**config.mk**
```make
export PLATFORM = sky130hd
export DESIGN_NAME = pwm_multi
export DESIGN_NICKNAME = d
export VERILOG_FILES = /design/src/rtl/pwm_pkg.sv /design/src/rtl/pwm_timebase.sv /design/src/rtl/pwm_multi.sv
export SDC_FILE = /design/constraint.sdc
export NUM_CORES = 1
export LEC_CHECK = 0
export ABC_AREA = 0
export BUFFER_PORTS_ARGS = -buffer_cell sky130_fd_sc_hd__buf_2
export CORE_MARGIN = 2
export CORE_UTILIZATION = 45
export CTS_BUF_LIST = sky130_fd_sc_hd__clkbuf_8 sky130_fd_sc_hd__clkbuf_16
export DETAILED_ROUTE_END_ITERATION = 8
export SLEW_MARGIN = 10
export SYNTH_ARGS = -nofsm -noshare
export SYNTH_HDL_FRONTEND = slang
export SYNTH_SLANG_ARGS = --single-unit
```
**constraint.sdc**
```tcl
create_clock -name clk -period 5.38 [get_ports clk]
set_input_delay 0.538 -clock clk [delete_from_list [all_inputs] [get_ports clk]]
set_output_delay 0.538 -clock clk [all_outputs]
set_load 0.01 [all_outputs]
```
**src/rtl/pwm_pkg.sv**
```systemverilog
// Shared definitions for the multi-channel PWM: mode encodings, counter
// direction and the saturating duty compare used by every channel.
package pwm_pkg;

    localparam logic PWM_MODE_EDGE   = 1'b0;
    localparam logic PWM_MODE_CENTER = 1'b1;

    typedef enum logic {
        DIR_UP   = 1'b0,
        DIR_DOWN = 1'b1
    } pwm_dir_e;

    // Duty values at or above 2^n clamp to constant high, so an
    // over-range duty never wraps into a short pulse.
    function automatic logic pwm_duty_hit(
        input logic [31:0] cnt,
        input logic [31:0] duty,
        input int unsigned n
    );
        logic [31:0] full;
        full = 32'd1 << n;
        if (duty >= full) begin
            return 1'b1;
        end
        return (cnt < duty);
    endfunction

endpackage

```
**src/rtl/pwm_timebase.sv**
```systemverilog
// Shared PWM timebase: prescaler, up/up-down counter, period-start detect
// and the active counting mode latched at each period boundary.
module pwm_timebase
    import pwm_pkg::*;
#(
    parameter int N       = 8,
    parameter int PRESC_W = 8
) (
    input  logic               clk,
    input  logic               reset,
    input  logic               en_i,
    input  logic               mode_i,
    input  logic [PRESC_W-1:0] prescale_i,
    output logic [N-1:0]       cnt_next_o,
    output logic               tick_o,
    output logic               period_start_o,
    output logic               load_o
);

    localparam logic [N-1:0] CNT_MAX = '1;

    logic [PRESC_W-1:0] presc_q, presc_d;
    logic [N-1:0]       cnt_q, cnt_d;
    pwm_dir_e           dir_q, dir_d;
    logic               mode_q, mode_d;
    logic               run_q;
    logic               tick;
    logic               period_start;
    logic               restart;

    always_ff @(posedge clk or posedge reset) begin
        if (reset) begin
            presc_q <= '0;
            cnt_q   <= '0;
            dir_q   <= DIR_UP;
            mode_q  <= PWM_MODE_EDGE;
            run_q   <= 1'b0;
        end else begin
            presc_q <= presc_d;
            cnt_q   <= cnt_d;
            dir_q   <= dir_d;
            mode_q  <= mode_d;
            run_q   <= en_i;
        end
    end

    // The first enabled edge re-enters counter 0 like a period start but
    // without the tick pulse, so the first period is a full one.
    always_comb begin
        presc_d      = presc_q;
        cnt_d        = cnt_q;
        dir_d        = dir_q;
        mode_d       = mode_q;
        tick         = 1'b0;
        period_start = 1'b0;
        restart      = 1'b0;
        if (!en_i) begin
            presc_d = '0;
            cnt_d   = '0;
            dir_d   = DIR_UP;
            mode_d  = mode_i;
        end else if (!run_q) begin
            restart = 1'b1;
            presc_d = '0;
            cnt_d   = '0;
            dir_d   = DIR_UP;
            mode_d  = mode_i;
        end else begin
            tick    = (presc_q >= prescale_i);
            presc_d = tick ? '0 : presc_q + PRESC_W'(1);
            if (tick) begin
                if (mode_q == PWM_MODE_EDGE) begin
                    cnt_d        = cnt_q + N'(1);
                    dir_d        = DIR_UP;
                    period_start = (cnt_q == CNT_MAX);
                end else if (dir_q == DIR_UP) begin
                    // Top of the triangle is held for one extra tick.
                    if (cnt_q == CNT_MAX) begin
                        dir_d = DIR_DOWN;
                    end else begin
                        cnt_d = cnt_q + N'(1);
                    end
                end else begin
                    if (cnt_q == '0) begin
                        dir_d        = DIR_UP;
                        period_start = 1'b1;
                    end else begin
                        cnt_d = cnt_q - N'(1);
                    end
                end
                if (period_start) begin
                    mode_d = mode_i;
                end
            end
        end
    end

    assign cnt_next_o     = cnt_d;
    assign tick_o         = tick;
    assign period_start_o = period_start;
    assign load_o         = !en_i || restart || period_start;

endmodule

```
**src/rtl/pwm_multi.sv**
```systemverilog
// Multi-channel PWM: one shared timebase driving CHANNELS shadow/active
// duty register pairs and registered compare outputs.
module pwm_multi
    import pwm_pkg::*;
#(
    parameter int CHANNELS = 4,
    parameter int N        = 8,
    parameter int PRESC_W  = 8,
    localparam int CH_W    = (CHANNELS > 1) ? $clog2(CHANNELS) : 1
) (
    input  logic                clk,
    input  logic                reset,
    input  logic                en,
    input  logic                mode_in,
    input  logic [PRESC_W-1:0]  prescale,
    input  logic                duty_wr,
    input  logic [CH_W-1:0]     duty_ch,
    input  logic [N:0]          duty_data,
    output logic [CHANNELS-1:0] pwm_out,
    output logic                period_tick
);

    logic [N-1:0] cnt_next;
    logic         tick;
    logic         period_start;
    logic         load;
    logic         period_tick_q;

    pwm_timebase #(
        .N       (N),
        .PRESC_W (PRESC_W)
    ) u_timebase (
        .clk            (clk),
        .reset          (reset),
        .en_i           (en),
        .mode_i         (mode_in),
        .prescale_i     (prescale),
        .cnt_next_o     (cnt_next),
        .tick_o         (tick),
        .period_start_o (period_start),
        .load_o         (load)
    );

    always_ff @(posedge clk or posedge reset) begin
        if (reset) begin
            period_tick_q <= 1'b0;
        end else begin
            period_tick_q <= period_start;
        end
    end

    assign period_tick = period_tick_q;

    genvar gi;
    generate
        for (gi = 0; gi < CHANNELS; gi++) begin : g_ch
            logic [N:0] shadow_q, shadow_d;
            logic [N:0] active_q, active_d;
            logic       pwm_q, pwm_d;
            logic       wr_hit;

            assign wr_hit   = duty_wr && (duty_ch == CH_W'(gi));
            assign shadow_d = wr_hit ? duty_data : shadow_q;
            // Active copies the pre-write shadow, so a write landing on the
            // boundary edge waits one more period.
            assign active_d = load ? shadow_q : active_q;
            // Compare against the duty that will be active after this edge
            // so the first sample of a new period already uses the new duty.
            assign pwm_d    = en && pwm_duty_hit(32'(cnt_next), 32'(active_d), N);

            always_ff @(posedge clk or posedge reset) begin
                if (reset) begin
                    shadow_q <= '0;
                    active_q <= '0;
                    pwm_q    <= 1'b0;
                end else begin
                    shadow_q <= shadow_d;
                    active_q <= active_d;
                    if (tick || load) begin
                        pwm_q <= pwm_d;
                    end
                end
            end

            assign pwm_out[gi] = pwm_q;
        end
    endgenerate

endmodule

```
Word-level counts from Yosys, hierarchy flattened --
Index checks and enable logic that the tools add are counted.
Word-level totals: memories 0, output and inout bits 5, memory bits (writable) 0, bits in registers 96, input bits 24, bits in latches 0, ROM bits 0
Operators by class: multiply operators 0, shifts and indexed selects 0, divide/modulo/power cells 0, equality and inequality tests 6, add/sub/neg operators 3, bitwise gates (word level) 0, muxes and demuxes 50, $lt $le $gt $ge 9, reductions and logical operators 15
Operator list (number):
- $mux 8 | 10
- $ge 9x9->1 const B | 4
- $lt 8x9->1 | 4
- $mux 1 | 36
- $mux 9 | 4
- $add 8x1->8 const B | 2
- $eq 8x8->1 const B | 1
- $ge 8x8->1 | 1
- $logic_and 1x1->1 | 8
- $logic_not 8->1 | 1
- $sub 8x1->8 const B | 1
- $ne 3x3->1 const B | 2
- $eq 2x2->1 const B | 2
- $logic_or 1x1->1 | 3
- $eq 2x1->1 const B | 1
- $logic_not 2->1 | 1
- $reduce_and 2->1 | 1
- $logic_not 1->1 | 1

Longest topological paths before layout --
Gate-level depths: netlist (run 1).
depth in word-level cells 16, depth in mapped cells 17, depth with buffers taken out 17

Modules after synthesis --
A second synthesis (run 1) with hierarchy kept.
Second synthesis, totals: cell total of the unflattened synthesis 439, area, all modules 5093.6 µm²
Modules (own cells, without submodules):
- pwm_multi | seq. area each 1926.8 µm², instances 1, area each 3616.0 µm², cells each 267
- pwm_timebase | seq. area each 475.5 µm², instances 1, area each 1477.7 µm², cells each 172

Worst setup path after synthesis (run 1) --
OpenSTA, ideal clock, no wires.
kind in2reg, start point input prescale[1], end point register g_ch[1].pwm_q, buffers on the path 1, slack 1465 ps, library setup time 71 ps, stages on the path 16, data arrival time 3844 ps, path through inv_1 ha_1 or4_1 a21oi_1 o31a_1 clkbuf_1 o21ai_0 a21oi_1 ha_1 a21o_1 a21o_1 a2111oi_0 o21ai_0 mux2i_1 o311ai_0 nand3_1
Between the ends: elaborated cells on any way between the ends 17
RTL lines:
- from (decl) | RTL line pwm_multi.sv:15 | input logic [PRESC_W-1:0] prescale,
- $ge 8x8->1 | RTL line pwm_timebase.sv:69 | tick = (presc_q >= prescale_i);
- $mux 8 | RTL line pwm_timebase.sv:71 | if (tick) begin
- $mux 8 | RTL line pwm_timebase.sv:62 | end else if (!run_q) begin
- $mux 8 | RTL line pwm_timebase.sv:57 | if (!en_i) begin
- via cnt_next[2] | RTL line pwm_multi.sv:23 | logic [N-1:0] cnt_next;
- $lt 8x9->1 | RTL line pwm_pkg.sv:25 | return (cnt < duty);
- $mux 1 | RTL line pwm_pkg.sv:25
- $logic_and 1x1->1 | RTL line pwm_multi.sv:69 | assign pwm_d = en && pwm_duty_hit(32'(cnt_next), 32'(active_d), N);
- to (signal assigned) | RTL line pwm_multi.sv:80 | pwm_q <= pwm_d;
- to (decl) | RTL line pwm_multi.sv:59 | logic pwm_q, pwm_d;
The timed path passes the listed nets, and every way through them passes these cells. A chain may end at the register's enable or synchronous reset.

Worst setup path in the final report (run 1) --
start point register u_timebase.cnt_q[1], end point register g_ch[2].pwm_q
Between the ends: word-level cells in the longest chain between the ends 16, elaborated cells on any way between the ends 28
RTL lines:
- from (decl) | RTL line pwm_timebase.sv:23 | logic [N-1:0] cnt_q, cnt_d;
- from (signal assigned) | RTL line pwm_timebase.sv:40 | cnt_q <= cnt_d;
- $logic_not 8->1 | RTL line pwm_timebase.sv:84 | if (cnt_q == '0) begin
- $mux 1 | RTL line pwm_timebase.sv:84
- $mux 1 | RTL line pwm_timebase.sv:76 | end else if (dir_q == DIR_UP) begin
- $mux 1 | RTL line pwm_timebase.sv:72 | if (mode_q == PWM_MODE_EDGE) begin
- $mux 1 | RTL line pwm_timebase.sv:71
- $mux 1 | RTL line pwm_timebase.sv:62
- $mux 1 | RTL line pwm_timebase.sv:57
- $mux 1 | RTL line pwm_timebase.sv:71
- $mux 1 | RTL line pwm_timebase.sv:62
- $mux 1 | RTL line pwm_timebase.sv:57
- $logic_or 1x1->1 | RTL line pwm_timebase.sv:101 | assign load_o = !en_i || restart || period_start;
- $mux 9 | RTL line pwm_multi.sv:66 | assign active_d = load ? shadow_q : active_q;
- $ge 9x9->1 | RTL line pwm_pkg.sv:22 | if (duty >= full) begin
- $mux 1 | RTL line pwm_pkg.sv:22
- $mux 1 | RTL line pwm_pkg.sv:25
- $logic_and 1x1->1 | RTL line pwm_multi.sv:69
- to (signal assigned) | RTL line pwm_multi.sv:80
- to (decl) | RTL line pwm_multi.sv:59
Parallel ways exist; a longest one is shown, timed or not. The select of a mux whose other input is x is not followed.

==> run_results.csv, run 1 <==
group,metric,value,unit
timing,totalNegativeSetupSlack,0,ps
clocking,tritoncts_num_sinks,96,
worst_setup_path,regToRegSetupSlack,730,ps
die,chipWidth,110.4,um
yosys,synth.yosys.warnings,0,
power,power.leakage,2.831,nW
final_layout,finish.net_count,535,
final_layout,layout-area-overhead-vs-synth,10.96,%
timing,timing_hold_violations_final,0,
worst_setup_path,cp_data_arrival_time,4930,ps
yosys,netlist_area,5091,um^2
die,io_pins,29,
route,dr.first_iter.drc_count,215,
yosys,synth_top_cell_area_share,47.19,%
power,power_report.internal_total,1.377,mW
power,power.share.clock,37.1,%
worst_setup_path,critical-path-max-stage-delay,550,ps
yosys,synth_ff_type,"sky130_fd_sc_hd__dfrtp_1",
timing,fin_skew,10.66,ps
die,die_height,110.4,um
timing,portion_of_the_clock_cycle_consumed_by_the_worst_path_in_the_final_layout,86.47,%
worst_setup_path,crit_fanout,24,
power,combinational_power_share,14.6,%
yosys,syn-mean-instance-area,11.39,um^2
run,drv.max_cap_violation_count,0,
timing,timing.hold.ws,326.4,ps
grt,antenna_violations_before_repair,0,
worst_setup_path,critical_path.cell_chain,"inv_1 > ha_1 > or4b_4 > nand2b_4 > o22a_4 > o21ai_4 > buf_12 > mux2i_1 > ha_1 > a21oi_1 > nor2b_1 > a2111oi_0 > o21ai_0 > mux2i_1 > o311ai_0 > nand3_1",
route,vias,3431,
timing,rsz0062_at_grt,"false",
die,initial_core_utilization,46.56,%
clocking,number_of_buffers_added_for_setup_after_cts,0,
placed_design,area_post_placement,5328,um^2
timing,worst_max_slew_margin_expressed_relative_to_the_limit,42.81,%
grt,grt_first_pass_wirelength,17930,um
worst_setup_path,critPathKind,"flip-flop to flip-flop",
clocking,cts_hold_repair.buffers,0,
final_layout,antenna_diode_count,0,
yosys,synth_commonest_cells,"96 x sky130_fd_sc_hd__dfrtp_1, 52 x sky130_fd_sc_hd__mux2_2, 41 x sky130_fd_sc_hd__inv_1",
yosys,post_synth_inst_count,447,
grt,overflow,0,
placed_design,port-buffer-count,28,
yosys,yosys-top-cells-area,"sky130_fd_sc_hd__dfrtp_1 47%, sky130_fd_sc_hd__mux2_2 12%, sky130_fd_sc_hd__ha_1 9.6%",
clocking,cts.clk_slew.worst_paths,70,ps
power,power.switching_fraction,25.55,%
clocking,clk_path_buf_depth,2,
final_layout,finish.instance_area,5649,um^2
worst_setup_path,worst-r2r-cell-count,16,
route,detail_route.first_pass.iterations,5,
worst_setup_path,worst_ep_required_time,5650,ps
die,core_region_area,10940,um^2
clocking,cts_tree,"yes",
clocking,ctsRootBufferMaster,"sky130_fd_sc_hd__clkbuf_16",
clocking,postCtsResizedCells,0,
yosys,synth-seq-area-share,47.19,%
power,vdd.ir_drop.worst,0.1814,mV
grt,groute.usage.overall,19.54,%
yosys,postSynth.asyncResetShare,100.0,%
route,route.final.wire_length,10420,um
yosys,most_frequent_cell_after_synthesis,"sky130_fd_sc_hd__dfrtp_1",
power,switching_power,472.7,uW
route,final_antenna_net_count,0,
route,routed_via_density,5.561,
placed_design,dp_hpwl,7732,um
placed_design,routabilityCongestion,0.8687,
yosys,yosysUniqueCellTypes,50,
power,power_frac_seq,48.4,%
timing,crit_path_time_final,4652,ps
final_layout,drive_gt1_share,22.64,%
die,fp.dieArea,12180,um^2
run_status,outcome,"finished, final reports clean",
grt,first_global_vias,3601,
timing,timing_worst_slew_pin_value,850.2,ps
yosys,synth_fp_nets,510,
timing,slew_viol_final,0,
yosys,synth_top_area_cell,"sky130_fd_sc_hd__dfrtp_1",
worst_setup_path,critPathLaunchType,"flip-flop",
route,avgRoutedWirePerCell,16.88,um
power,power-per-cell-area,327.5,nW/um^2
worst_setup_path,critical-path-slowest-cell,"sky130_fd_sc_hd__o21ai_4",
yosys,synth-edff-count,0,
timing,setup_viol,0,
final_layout,finalCoreUtilization,51.66,%
hold_path,class_of_the_tightest_hold_or_removal_check,"input port to asynchronous set/reset pin",
route,drc,0,
yosys,postSynthRegisterBits,96,
clocking,latest_clock_arrival_within_the_worst_skew_pair,350,ps
die,row_count,38,
worst_setup_path,setup.worst_path.end_class,"flip-flop",
clocking,h-tree-depth,3,
timing,highest_clock_rate,214.9,MHz
grt,grt_start_max_net_pins,51,
clocking,cts_buffers,9,
per-layer routing:
layer / share of wire [%] / GRT usage [%] / vias to the layer above
met5: 0 / 0 / -
met4: 1.8 / 6.875 / 0
met3: 2.1 / 3.292 / 17
met2: 46 / 30.85 / 34
met1: 50 / 27.29 / 1722
li1: - / - / 1658
flip-flops by register name, summed over array words and instances, names as in the netlist, 4 cells and up:
signal and cells:
u_timebase.cnt_q 8, g_ch.shadow_q 36, g_ch.active_q 36, g_ch.pwm_q 4
u_timebase.presc_q 8
area by class of cell:
class | count | area (um^2)
Clock buffer | 9 | 225.2
Fill cell | 1009 | 5286
Clock inverter | 7 | 96.34
Sequential cell | 96 | 2402
Multi-Input combinational cell | 292 | 2412
Tap cell | 140 | 175.2
Inverter | 41 | 155.1
Timing Repair Buffer | 32 | 182.7
power by group through the flow:
| stage | logic (mW) | clock network, mW | registers, mW |
|---|---|---|---|
| final | 0.269 | 0.686 | 0.894 |
| after CTS | 0.275 | 0.701 | 0.896 |
| after floorplan | 0.216 | 0 | 0.883 |
| after global routing | 0.310 | 0.731 | 0.907 |
| after detailed placement | 0.272 | 0 | 0.909 |
| after global placement | 0.265 | 0 | 0.905 |
stage by stage:
stage	total power [mW]	instances	setup slack, ps
floorplan	1.099	447	1465
finish	1.850	617	727.7
global route	1.948	617	205.5
global placement	1.171	601	796.5
detailed placement	1.181	601	704.5
CTS	1.872	617	673.2
placed cells by master (no fill, tap or decap), types with 2 or more instances in the layout:
cell type / synthesis / layout
sky130_fd_sc_hd__nand2_1: 13 / 13
sky130_fd_sc_hd__nor3b_1: 3 / 3
sky130_fd_sc_hd__xnor2_1: 4 / 4
sky130_fd_sc_hd__mux2_2: 52 / 52
sky130_fd_sc_hd__clkinvlp_4: 0 / 2
sky130_fd_sc_hd__and3_1: 4 / 4
sky130_fd_sc_hd__a21o_1: 9 / 9
sky130_fd_sc_hd__nand3b_1: 2 / 2
sky130_fd_sc_hd__inv_1: 41 / 41
sky130_fd_sc_hd__buf_4: 4 / 3
sky130_fd_sc_hd__nand4_1: 8 / 8
sky130_fd_sc_hd__nor2b_1: 5 / 5
sky130_fd_sc_hd__o311ai_0: 3 / 3
sky130_fd_sc_hd__a31oi_1: 3 / 3
sky130_fd_sc_hd__o221a_2: 2 / 2
sky130_fd_sc_hd__dfrtp_1: 96 / 96
sky130_fd_sc_hd__a2111oi_0: 4 / 4
sky130_fd_sc_hd__clkbuf_16: 0 / 9
sky130_fd_sc_hd__ha_1: 39 / 39
sky130_fd_sc_hd__a211oi_1: 3 / 3
sky130_fd_sc_hd__nor2_1: 13 / 13
sky130_fd_sc_hd__o21ai_0: 24 / 24
sky130_fd_sc_hd__or3_1: 3 / 3
sky130_fd_sc_hd__and2_1: 2 / 2
sky130_fd_sc_hd__mux2i_1: 26 / 26
sky130_fd_sc_hd__nand3_1: 14 / 14
sky130_fd_sc_hd__nor3_1: 5 / 5
sky130_fd_sc_hd__nand2b_1: 5 / 5
sky130_fd_sc_hd__buf_2: 1 / 28
sky130_fd_sc_hd__bufinv_16: 0 / 2
sky130_fd_sc_hd__xor2_1: 4 / 4
sky130_fd_sc_hd__a21oi_1: 24 / 24
worst max-delay path: cells and delay by family, from the launching register on:
kind                     cells  cell delay, ps
AO/OA/AOI/OAI                6            1800
AND/OR/NAND/NOR              4             980
adder cells (fa/ha/maj)      2             510
multiplexers                 2             430
flip-flops                   1             430
buffers and inverters        2             400
worst paths after layout:
check | start | to
worst max-delay path | u_timebase.cnt_q[1] | g_ch[2].pwm_q
worst min-delay path | reset | g_ch[0].shadow_q[1]
worst max register to register | u_timebase.cnt_q[1] | g_ch[2].pwm_q
worst min register to register | g_ch[0].active_q[3] | g_ch[0].active_q[3]
max in group asynchronous | reset | g_ch[3].shadow_q[6]
min in group clk | en | u_timebase.run_q
cell families (layout without fill, tap and decap cells):
| group | count (synthesis) | in the layout | synth area share (%) |
|---|---|---|---|
| compound gates | 84 | 84 | 10.74 |
| xor+xnor | 8 | 8 | 1.376 |
| fa+ha+maj | 39 | 39 | 9.585 |
| buf+inv | 59 | 89 | 5.431 |
| flops | 96 | 96 | 47.19 |
| mux | 78 | 78 | 16.61 |
| simple gates | 83 | 83 | 9.069 |
(Power assumes the default switching activity.)
==> run 2, diff against run 1 <==
==> constraint.sdc (replaced) <==
create_clock -name clk -period 6 [get_ports clk]
set_input_delay 0.6 -clock clk [delete_from_list [all_inputs] [get_ports clk]]
set_output_delay 0.6 -clock clk [all_outputs]
set_load 0.01 [all_outputs]
==> run_results.csv, run 2 (synthesized netlist as in run 1, its figures left out) <==
group,metric,value,unit
run_status,outcome,"finished, final reports clean",
timing,worst_max_slew_margin_expressed_relative_to_the_limit,27.29,%
final_layout,finish.net_count,535,
clocking,latest_clock_arrival_within_the_worst_skew_pair,340,ps
grt,grt_first_pass_wirelength,17460,um
worst_setup_path,setup.worst_path.end_class,"flip-flop",
final_layout,layout-area-overhead-vs-synth,10.10,%
timing,rsz0062_at_grt,"false",
die,core_region_area,10940,um^2
clocking,number_of_buffers_added_for_setup_after_cts,0,
timing,crit_path_time_final,4886,ps
die,io_pins,29,
clocking,ctsRootBufferMaster,"sky130_fd_sc_hd__clkbuf_16",
route,vias,3428,
run,drv.max_cap_violation_count,0,
route,routed-wl-met2,4800,um
die,die_height,110.4,um
timing,portion_of_the_clock_cycle_consumed_by_the_worst_path_in_the_final_layout,81.44,%
route,route.final.wire_length,10460,um
worst_setup_path,critPathKind,"flip-flop to flip-flop",
route,detail_route.first_pass.iterations,4,
worst_setup_path,critical-path-max-stage-delay,820,ps
grt,first_global_vias,3385,
placed_design,port-buffer-count,28,
clocking,cts_hold_repair.buffers,0,
timing,timing_worst_slew_pin_value,1091,ps
timing,totalNegativeSetupSlack,0,ps
timing,highest_clock_rate,204.7,MHz
clocking,cts_tree,"yes",
worst_setup_path,worst_ep_required_time,6270,ps
final_layout,top_library_cells_by_usage_in_the_layout_fill_and_taps_aside,"96 x sky130_fd_sc_hd__dfrtp_1, 52 x sky130_fd_sc_hd__mux2_2, 42 x sky130_fd_sc_hd__inv_1",
worst_setup_path,critical-path-slowest-cell,"sky130_fd_sc_hd__o21ai_4",
final_layout,antenna_diode_count,0,
worst_setup_path,crit_fanout,28,
route,routed.top_layer,"met4",
power,power-per-cell-area,286.1,nW/um^2
worst_setup_path,regToRegSetupSlack,1110,ps
clocking,tritoncts_num_sinks,96,
worst_setup_path,critical_path.cell_chain,"inv_1 > ha_1 > or4b_4 > nand2b_4 > o22a_4 > o21ai_4 > buf_4 > mux2i_1 > ha_1 > a21o_1 > a2111oi_0 > o21ai_0 > mux2i_1 > o311ai_1 > nand3_1",
placed_design,routabilityCongestion,0.8547,
timing,fin_skew,8.575,ps
placed_design,dp_hpwl,7567,um
worst_setup_path,cpLargestDelayFamily,"compound AO/OA/AOI/OAI gates",
grt,groute.usage.overall,19.00,%
timing,timing.hold.ws,129.9,ps
die,row_count,38,
clocking,h-tree-depth,3,
final_layout,layout_commonest_cell,"sky130_fd_sc_hd__dfrtp_1",
final_layout,drive_gt1_share,22.43,%
worst_setup_path,critPathLaunchType,"flip-flop",
route,avgRoutedWirePerCell,16.96,um
clocking,cts.clk_slew.worst_paths,70,ps
power,vdd.ir_drop.worst,0.2104,mV
clocking,postCtsResizedCells,0,
grt,overflow,0,
route,drc,0,
route,final_antenna_net_count,0,
worst_setup_path,cp.buffers_inverters,2,
die,initial_core_utilization,46.56,%
clocking,clk_path_buf_depth,2,
final_layout,largestRegisters,"g_ch.active_q: 36 flops, g_ch.shadow_q: 36 flops",
route,wl_met1,5267,um
timing,setup_viol,0,
power,power.leakage,2.812,nW
hold_path,class_of_the_tightest_hold_or_removal_check,"input port to asynchronous set/reset pin",
die,chipWidth,110.4,um
power,power,1.604,mW
route,wl_met3,298,um
worst_setup_path,cp_data_arrival_time,5160,ps
die,fp.dieArea,12180,um^2
grt,grt_start_max_net_pins,89,
timing,slew_viol_final,0,
timing,timing_hold_violations_final,0,
route,dr.first_iter.drc_count,277,
clocking,cts_buffers,9,
route,routed_via_density,5.556,
grt,antenna_violations_before_repair,0,
## run 2: layer usage
layer  GRT usage, %  vias to the layer above
met4          4.911                        0
met2          28.57                       53
met5              0                        -
li1               -                     1661
met3          3.527                        8
met1          28.35                     1706
## run 2: path summary, 6_finish.rpt
kind	from	to	depth (start not counted)
worst max-delay path	u_timebase.cnt_q[1]	g_ch[3].pwm_q	15
worst min-delay path	reset	u_timebase.presc_q[4]	2
worst max register to register	u_timebase.cnt_q[1]	g_ch[3].pwm_q	15
worst min register to register	g_ch[1].active_q[1]	g_ch[1].active_q[1]	2
max in group asynchronous	reset	g_ch[0].active_q[0]	3
min in group clk	en	u_timebase.run_q	1
## run 2: area by class of cell
type	instances	area, um^2
Fill cell	1014	5330
Multi-Input combinational cell	292	2412
Sequential cell	96	2402
Clock buffer	9	225.2
Tap cell	140	175.2
Timing Repair Buffer	32	170.2
Inverter	41	155.1
Clock inverter	7	65.06
## run 2: through the flow
| stage | utilization, % | instance area, um^2 | setup slack, ps | cells |
|---|---|---|---|---|
| after floorplan | - | 5091 | 2023 | 447 |
| after global placement | 48.60 | 5315 | 1291 | 601 |
| after detailed placement | 48.60 | 5315 | 1138 | 601 |
| after CTS | 51.26 | 5605 | 1099 | 617 |
| after global routing | 51.26 | 5605 | 739.2 | 617 |
| final | 51.26 | 5605 | 1114 | 617 |
## run 2: report_power, final
part	leakage (nW)	internal, mW	switching [mW]
logic	1.50	0.117	0.126
clock network	0.140	0.319	0.240
registers	1.17	0.752	0.0491
total	2.81	1.19	0.416
